$ cat config.mk
export PLATFORM = sky130hd
export DESIGN_NAME = i2c_cfg_target
export DESIGN_NICKNAME = d
export VERILOG_FILES = /design/src/rtl/i2c_cfg_target.sv
export SDC_FILE = /design/constraint.sdc
export NUM_CORES = 1
export LEC_CHECK = 0
export BUFFER_PORTS_ARGS = -buffer_cell sky130_fd_sc_hd__buf_2
export CORE_AREA = 2 2 69 98
export CTS_BUF_LIST = sky130_fd_sc_hd__clkbuf_8 sky130_fd_sc_hd__clkbuf_16
export CTS_CLUSTER_SIZE = 20
export DETAILED_ROUTE_END_ITERATION = 16
export DIE_AREA = 0 0 71 100
export PLACE_DENSITY = 0.78
export SYNTH_ARGS = -nofsm -noshare
export SYNTH_HDL_FRONTEND = slang
export SYNTH_SLANG_ARGS = --single-unit
$ cat constraint.sdc
create_clock -name clk_i -period 2.4 [get_ports clk_i]
set_input_delay 0.48 -clock clk_i [delete_from_list [all_inputs] [get_ports clk_i]]
set_output_delay 0.48 -clock clk_i [all_outputs]
set_load 0.03 [all_outputs]
$ cat src/rtl/i2c_cfg_target.sv
// rtl/i2c_cfg_target.sv - I2C register-access target (7-bit address, multi-byte pointer, auto-increment)
// bridging bus writes/reads onto single-cycle register-file strobes.
module i2c_cfg_target #(
  parameter logic [6:0] SLAVE_ADDR  = 7'h74,
  parameter int         ADDR_BYTES  = 2,
  parameter int         DATA_WIDTH  = 8,
  parameter int         SYNC_STAGES = 2
) (
  input  logic                    clk_i,
  input  logic                    arstn_i,
  input  logic                    scl_pad_i,
  input  logic                    sda_pad_i,
  output logic                    sda_pad_o,
  output logic                    sda_padoen_o,
  output logic [8*ADDR_BYTES-1:0] reg_addr_o,
  output logic [DATA_WIDTH-1:0]   reg_wdata_o,
  output logic                    reg_we_o,
  output logic                    reg_re_o,
  input  logic [DATA_WIDTH-1:0]   reg_rdata_i,
  output logic                    busy_o
);
  localparam int AW = 8*ADDR_BYTES;
  localparam int DW = DATA_WIDTH;

  typedef enum logic [3:0] {
    IDLE, DEV_ADDR, ACK_DEV, REG_ADDR, ACK_REG, WR_DATA, ACK_WR, RD_DATA, RD_ACK, IGNORE
  } state_t;

  logic [SYNC_STAGES-1:0] scl_sync, sda_sync;
  logic                   scl_q, sda_q;
  logic                   scl_s, sda_s;
  logic                   scl_rise, scl_fall, start_det, stop_det;

  always_ff @(posedge clk_i or negedge arstn_i) begin
    if (!arstn_i) begin
      scl_sync <= '1;
      sda_sync <= '1;
      scl_q    <= 1'b1;
      sda_q    <= 1'b1;
    end else begin
      scl_sync <= {scl_sync[SYNC_STAGES-2:0], scl_pad_i};
      sda_sync <= {sda_sync[SYNC_STAGES-2:0], sda_pad_i};
      scl_q    <= scl_sync[SYNC_STAGES-1];
      sda_q    <= sda_sync[SYNC_STAGES-1];
    end
  end

  assign scl_s     = scl_sync[SYNC_STAGES-1];
  assign sda_s     = sda_sync[SYNC_STAGES-1];
  assign scl_rise  = scl_s & ~scl_q;
  assign scl_fall  = ~scl_s & scl_q;
  assign start_det = scl_s & scl_q & sda_q & ~sda_s;
  assign stop_det  = scl_s & scl_q & ~sda_q & sda_s;

  state_t          state_q, state_d;
  logic [3:0]      bit_cnt_q, bit_cnt_d;
  logic [1:0]      byte_cnt_q, byte_cnt_d;
  logic [DW-1:0]   rx_q, rx_d, tx_q, tx_d, wdata_q, wdata_d, rx_byte;
  logic [AW-1:0]   pshadow_q, pshadow_d, ptr_q, ptr_d, ptr_next;
  logic            we_q, we_d, re_q, re_d, oen_q, oen_d, busy_q, busy_d;
  logic            ack_phase_q, ack_phase_d, rd_q, rd_d;
  logic            byte_done;

  assign rx_byte   = {rx_q[DW-2:0], sda_s};
  assign byte_done = scl_rise && (bit_cnt_q == 4'(DW-1));
  // Pointer bytes collect in a shadow so an aborted pointer never disturbs the live one
  assign ptr_next  = AW'({pshadow_q, rx_byte});

  always_ff @(posedge clk_i or negedge arstn_i) begin
    if (!arstn_i) begin
      state_q     <= IDLE;
      bit_cnt_q   <= '0;
      byte_cnt_q  <= '0;
      rx_q        <= '0;
      tx_q        <= '0;
      wdata_q     <= '0;
      pshadow_q   <= '0;
      ptr_q       <= '0;
      we_q        <= 1'b0;
      re_q        <= 1'b0;
      oen_q       <= 1'b1;
      busy_q      <= 1'b0;
      ack_phase_q <= 1'b0;
      rd_q        <= 1'b0;
    end else begin
      state_q     <= state_d;
      bit_cnt_q   <= bit_cnt_d;
      byte_cnt_q  <= byte_cnt_d;
      rx_q        <= rx_d;
      tx_q        <= tx_d;
      wdata_q     <= wdata_d;
      pshadow_q   <= pshadow_d;
      ptr_q       <= ptr_d;
      we_q        <= we_d;
      re_q        <= re_d;
      oen_q       <= oen_d;
      busy_q      <= busy_d;
      ack_phase_q <= ack_phase_d;
      rd_q        <= rd_d;
    end
  end

  always_comb begin
    state_d     = state_q;
    bit_cnt_d   = bit_cnt_q;
    byte_cnt_d  = byte_cnt_q;
    rx_d        = rx_q;
    tx_d        = re_q ? reg_rdata_i : tx_q;
    wdata_d     = wdata_q;
    pshadow_d   = pshadow_q;
    ptr_d       = we_q ? ptr_q + AW'(1) : ptr_q;
    we_d        = 1'b0;
    re_d        = 1'b0;
    oen_d       = oen_q;
    busy_d      = busy_q;
    ack_phase_d = ack_phase_q;
    rd_d        = rd_q;

    if (scl_rise) begin
      rx_d      = rx_byte;
      bit_cnt_d = bit_cnt_q + 4'd1;
    end

    if (stop_det) begin
      state_d     = IDLE;
      oen_d       = 1'b1;
      busy_d      = 1'b0;
      ack_phase_d = 1'b0;
    end else if (start_det) begin
      state_d     = DEV_ADDR;
      oen_d       = 1'b1;
      busy_d      = 1'b1;
      bit_cnt_d   = '0;
      ack_phase_d = 1'b0;
    end else begin
      case (state_q)
        DEV_ADDR: if (byte_done) begin
          if (rx_byte[DW-1:1] == SLAVE_ADDR) begin
            state_d     = ACK_DEV;
            ack_phase_d = 1'b0;
            rd_d        = rx_byte[0];
            re_d        = rx_byte[0];
            byte_cnt_d  = '0;
          end else begin
            state_d = IGNORE;
          end
        end
        REG_ADDR: if (byte_done) begin
          pshadow_d   = ptr_next;
          byte_cnt_d  = byte_cnt_q + 2'd1;
          if (byte_cnt_q == 2'(ADDR_BYTES-1)) ptr_d = ptr_next;
          state_d     = ACK_REG;
          ack_phase_d = 1'b0;
        end
        WR_DATA: if (byte_done) begin
          wdata_d     = rx_byte;
          we_d        = 1'b1;
          state_d     = ACK_WR;
          ack_phase_d = 1'b0;
        end
        // First SCL fall after the byte pulls SDA low; the next one ends the ACK slot
        ACK_DEV, ACK_REG, ACK_WR: if (scl_fall) begin
          if (!ack_phase_q) begin
            oen_d       = 1'b0;
            ack_phase_d = 1'b1;
          end else begin
            ack_phase_d = 1'b0;
            bit_cnt_d   = '0;
            oen_d       = 1'b1;
            case (state_q)
              ACK_DEV: if (rd_q) begin
                state_d = RD_DATA;
                oen_d   = tx_q[DW-1];
                tx_d    = tx_q << 1;
              end else begin
                state_d = REG_ADDR;
              end
              ACK_REG: state_d = (byte_cnt_q == 2'(ADDR_BYTES)) ? WR_DATA : REG_ADDR;
              default: state_d = WR_DATA;
            endcase
          end
        end
        RD_DATA: if (scl_fall) begin
          if (bit_cnt_q == 4'(DW)) begin
            oen_d       = 1'b1;
            state_d     = RD_ACK;
            ack_phase_d = 1'b0;
          end else begin
            oen_d = tx_q[DW-1];
            tx_d  = tx_q << 1;
          end
        end
        RD_ACK: begin
          if (scl_rise) begin
            ptr_d = ptr_q + AW'(1);
            if (!sda_s) begin
              re_d        = 1'b1;
              ack_phase_d = 1'b1;
            end else begin
              state_d = IGNORE;
            end
          end else if (scl_fall && ack_phase_q) begin
            state_d     = RD_DATA;
            ack_phase_d = 1'b0;
            bit_cnt_d   = '0;
            oen_d       = tx_q[DW-1];
            tx_d        = tx_q << 1;
          end
        end
        default: ;
      endcase
    end
  end

  assign sda_pad_o    = 1'b0;
  assign sda_padoen_o = oen_q;
  assign reg_addr_o   = ptr_q;
  assign reg_wdata_o  = wdata_q;
  assign reg_we_o     = we_q;
  assign reg_re_o     = re_q;
  assign busy_o       = busy_q;
endmodule

==> results.rst <==
.. list-table::
   :header-rows: 1

   * - Metric
     - Value
   * - Top-area cell type share of the netlist area
     - 43.89%
   * - Diode insertion count for antenna repair
     - 0
   * - Standard-cell rows
     - 35
   * - Sequential share of the synthesized area
     - 49.10%
   * - Number of nets in the synthesized netlist
     - 350
   * - Main combinational cell family by area after synthesis
     - simple AND/OR/NAND/NOR gates
   * - Actual transition at the worst max-transition pin
     - 0.6867 ns
   * - Number of flops mapped to enable cells by yosys
     - 0
   * - Final net count
     - 407
   * - Total negative slack for setup checks
     - 0 ns
   * - Required time of the critical path
     - 2.64 ns
   * - Initial core utilization
     - 55.67%
   * - Number of buffers between clock root and the deepest sink
     - 2
   * - Avg WL per Cell
     - 18.40 um
   * - Post-synthesis sequential element count
     - 69
   * - Initial antenna violation count
     - 0
   * - Hold violation count in the final report
     - 0
   * - Highest attainable clock frequency
     - 0.4437 GHz
   * - First drt pass iteration count
     - 4
   * - Buffer type at the clock tree root
     - sky130_fd_sc_hd__clkbuf_8
   * - Area of the die
     - 0.007100 mm^2
   * - Total routed wirelength
     - 8.629 mm
   * - Post-CTS Setup Repair Bufs
     - 0
   * - Multiplexer area fraction after synthesis
     - 11.72%
   * - Number of cells produced by synthesis
     - 333
   * - Maximum vdd drop
     - 0.5951 mV
   * - Outcome
     - finished, final reports clean
   * - Simple-gate share of the synthesized area
     - 15.75%
   * - Warning count from the yosys run
     - 0
   * - Max-capacitance violation count
     - 0
   * - Leading cell type by number of instances after synthesis
     - sky130_fd_sc_hd__dfrtp_1
   * - Die extent in x
     - 71 um
   * - Vias per cell
     - 5.987
   * - Total Routing Usage GR
     - 26.16%
   * - Share of layout cells above drive strength 1
     - 28.10%
   * - WS Path Type
     - flop to flop
   * - Number of hold buffers added after CTS
     - 0
   * - Mapped Avg Cell Area
     - 10.61 um^2
   * - Routed vias
     - 2,808
   * - CP Capture Type
     - flop
   * - Overall die height
     - 100 um
   * - Initial DRC count
     - 249
   * - Global-route wire length before repair
     - 14.01 mm
   * - Total design power
     - 3.420 mW
   * - Worst Path Arrival
     - 2.50 ns
   * - Final Wtd Congestion
     - 1.002
   * - Cell variety after synth
     - 62
   * - Final critical-path required period
     - 2.254 ns
   * - Biggest area consumer among synthesized cells
     - sky130_fd_sc_hd__dfrtp_1
   * - Clock latency on the worst-skew pair
     - 0.35 ns
   * - Number of global-route vias before repair
     - 2,828
   * - Placeable core area
     - 0.006350 mm^2
   * - Post-route antenna net violation count
     - 0
   * - Hpwl dp
     - 6.272 mm
   * - Number of clock sinks seen by CTS
     - 69
   * - Cell area after technology mapping
     - 0.003535 mm^2
   * - Filler Cell Count
     - 522
   * - Number of gates given a new drive strength after cts
     - 0
   * - Number of port buffers
     - 39
   * - Largest net degree at the start of global routing
     - 44
   * - Synth-to-layout area growth
     - 16.60%
   * - Top-Level Pins
     - 41
   * - CP max FO
     - 10
   * - Leading post-synthesis cells by instance count
     - sky130_fd_sc_hd__dfrtp_1 (62), sky130_fd_sc_hd__nand2_1 (25), sky130_fd_sc_hd__nor2_1 (24)
   * - Htree depth
     - 3
   * - Compound-Gate Fraction of Synth Area
     - 14.83%
   * - Synth async-reset ratio
     - 100.0%
   * - Static power due to leakage
     - 1.916 nW
   * - Path type of the worst min-delay path
     - input pin to async pin
   * - Period utilisation layout
     - 93.91%
   * - Clock Skew
     - 0.008506 ns
   * - Clock tree from TritonCTS
     - built
   * - Worst slew margin relative to its limit
     - 54.22%
   * - Most used flip-flop cell after synthesis
     - sky130_fd_sc_hd__dfrtp_1
   * - Number of slew-limit violations in the final report
     - 0
   * - Synthesized-area fraction occupied by xor and xnor cells
     - 3.221%
   * - Largest cells by area after synthesis
     - sky130_fd_sc_hd__dfrtp_1 (44%), sky130_fd_sc_hd__dfstp_2 (5.2%), sky130_fd_sc_hd__mux2_2 (4.8%)
   * - Final number of setup-violating endpoints
     - 0
   * - CTS clock-pin slew for the worst setup and hold paths
     - 0.08 ns
   * - Setup repair after global routing missed its margin
     - no
   * - Adder and majority cell fraction of the synthesized area
     - 1.770%
   * - Post-route DRC violation count
     - 0
   * - Remaining global-route overflow
     - 0
   * - Number of CTS-inserted buffers
     - 9
   * - Startpoint type of the worst setup path
     - flop
   * - Power Density
     - 829.7 mW/mm^2
   * - Worst-case hold slack
     - 0.1612 ns
## state kept, by name, indices dropped and copies added, names as in the netlist, 2 cells and up
name,cells
pshadow_q,8
scl_sync,2
reg_addr_o,16
tx_q,8
reg_wdata_o,8
byte_cnt_q,2
state_q,4
bit_cnt_q,4
sda_sync,2
rx_q,7
## logic make-up after synthesis
| group | Yosys count |
|---|---|
| buffers and inverters | 27 |
| other | 1 |
| AOI/OAI and AO/OA | 74 |
| xor gates and xnor gates | 13 |
| adders and majority gates | 5 |
| muxes | 37 |
| DFF | 69 |
| and+or+nand+nor | 107 |
## power by group
group | internal [mW] | switching, mW | total [mW] | leakage (nW)
sequential | 1.36 | 0.246 | 1.60 | 0.876
clock | 0.387 | 0.496 | 0.884 | 0.0906
combinational | 0.438 | 0.494 | 0.932 | 0.950
## per-stage QoR
| stage | area [um^2] | setup WS (ns) | utilization [%] | instances |
|---|---|---|---|---|
| after floorplan | 3535 | 0.2383 | - | 333 |
| after CTS | 4121 | 0.1776 | 64.91 | 469 |
| final | 4121 | 0.1461 | 64.91 | 469 |
| after global placement | 3941 | 0.2136 | 62.07 | 453 |
| after global routing | 4121 | 0.06415 | 64.91 | 469 |
| after detailed placement | 3941 | 0.2096 | 62.07 | 453 |
## placed cells by master, fill, tap and decap left out, drive strengths merged, types with 5 or more instances in the layout
cell type  count
and3           7
nor3          10
nand3         12
a22o           8
and2           5
xnor2          8
buf           63
o21ai         21
ha             5
xor2           5
dfrtp         62
nor2          25
nand2         25
mux2i         11
clkbuf         9
a21oi          8
a211oi         5
inv           13
dfstp          7
mux2          26
## critical path, cell delays in order (launching register included)
cell and delay (ns):
sky130_fd_sc_hd__dfrtp_1 0.63, sky130_fd_sc_hd__nor3_1 0.19, sky130_fd_sc_hd__nand2_1 0.18, sky130_fd_sc_hd__a211oi_1 0.06, sky130_fd_sc_hd__a2111o_1 0.44, sky130_fd_sc_hd__o31a_4 0.34, sky130_fd_sc_hd__mux2_4 0.30
## metal layers
layer  up-vias  wire length (um)  global-route usage [%]
met1      1364              3417                   30.43
li1       1323                 -                       -
met3        33               382                   5.823
met2        88              4447                   44.64
met5         -                 0                       0
met4         0               382                   14.08
## layout make-up
class / instances / area [um^2] / share of cell area (%)
Clock inverter: 7 / 56.30 / 1.366
Multi-Input combinational cell: 237 / 1675 / 40.65
Tap cell: 74 / 92.59 / 2.247
Clock buffer: 9 / 123.9 / 3.005
Timing Repair Buffer: 63 / 400.4 / 9.715
Inverter: 10 / 37.54 / 0.9107
Sequential cell: 69 / 1735 / 42.11
## worst paths after layout
path                                    end  cells past startpoint  slack [ns]        start
worst max register to register   state_q[1]                      6        0.15   state_q[2]
worst max-delay path             state_q[1]                      6        0.15   state_q[2]
min in group clk_i              scl_sync[0]                      1        0.22    scl_pad_i
worst min-delay path            ack_phase_q                      1        0.16      arstn_i
worst min register to register  scl_sync[1]                      0        0.36  scl_sync[0]
max in group asynchronous       sda_sync[1]                      2        1.54      arstn_i
Power figures use the tool's default switching activity.
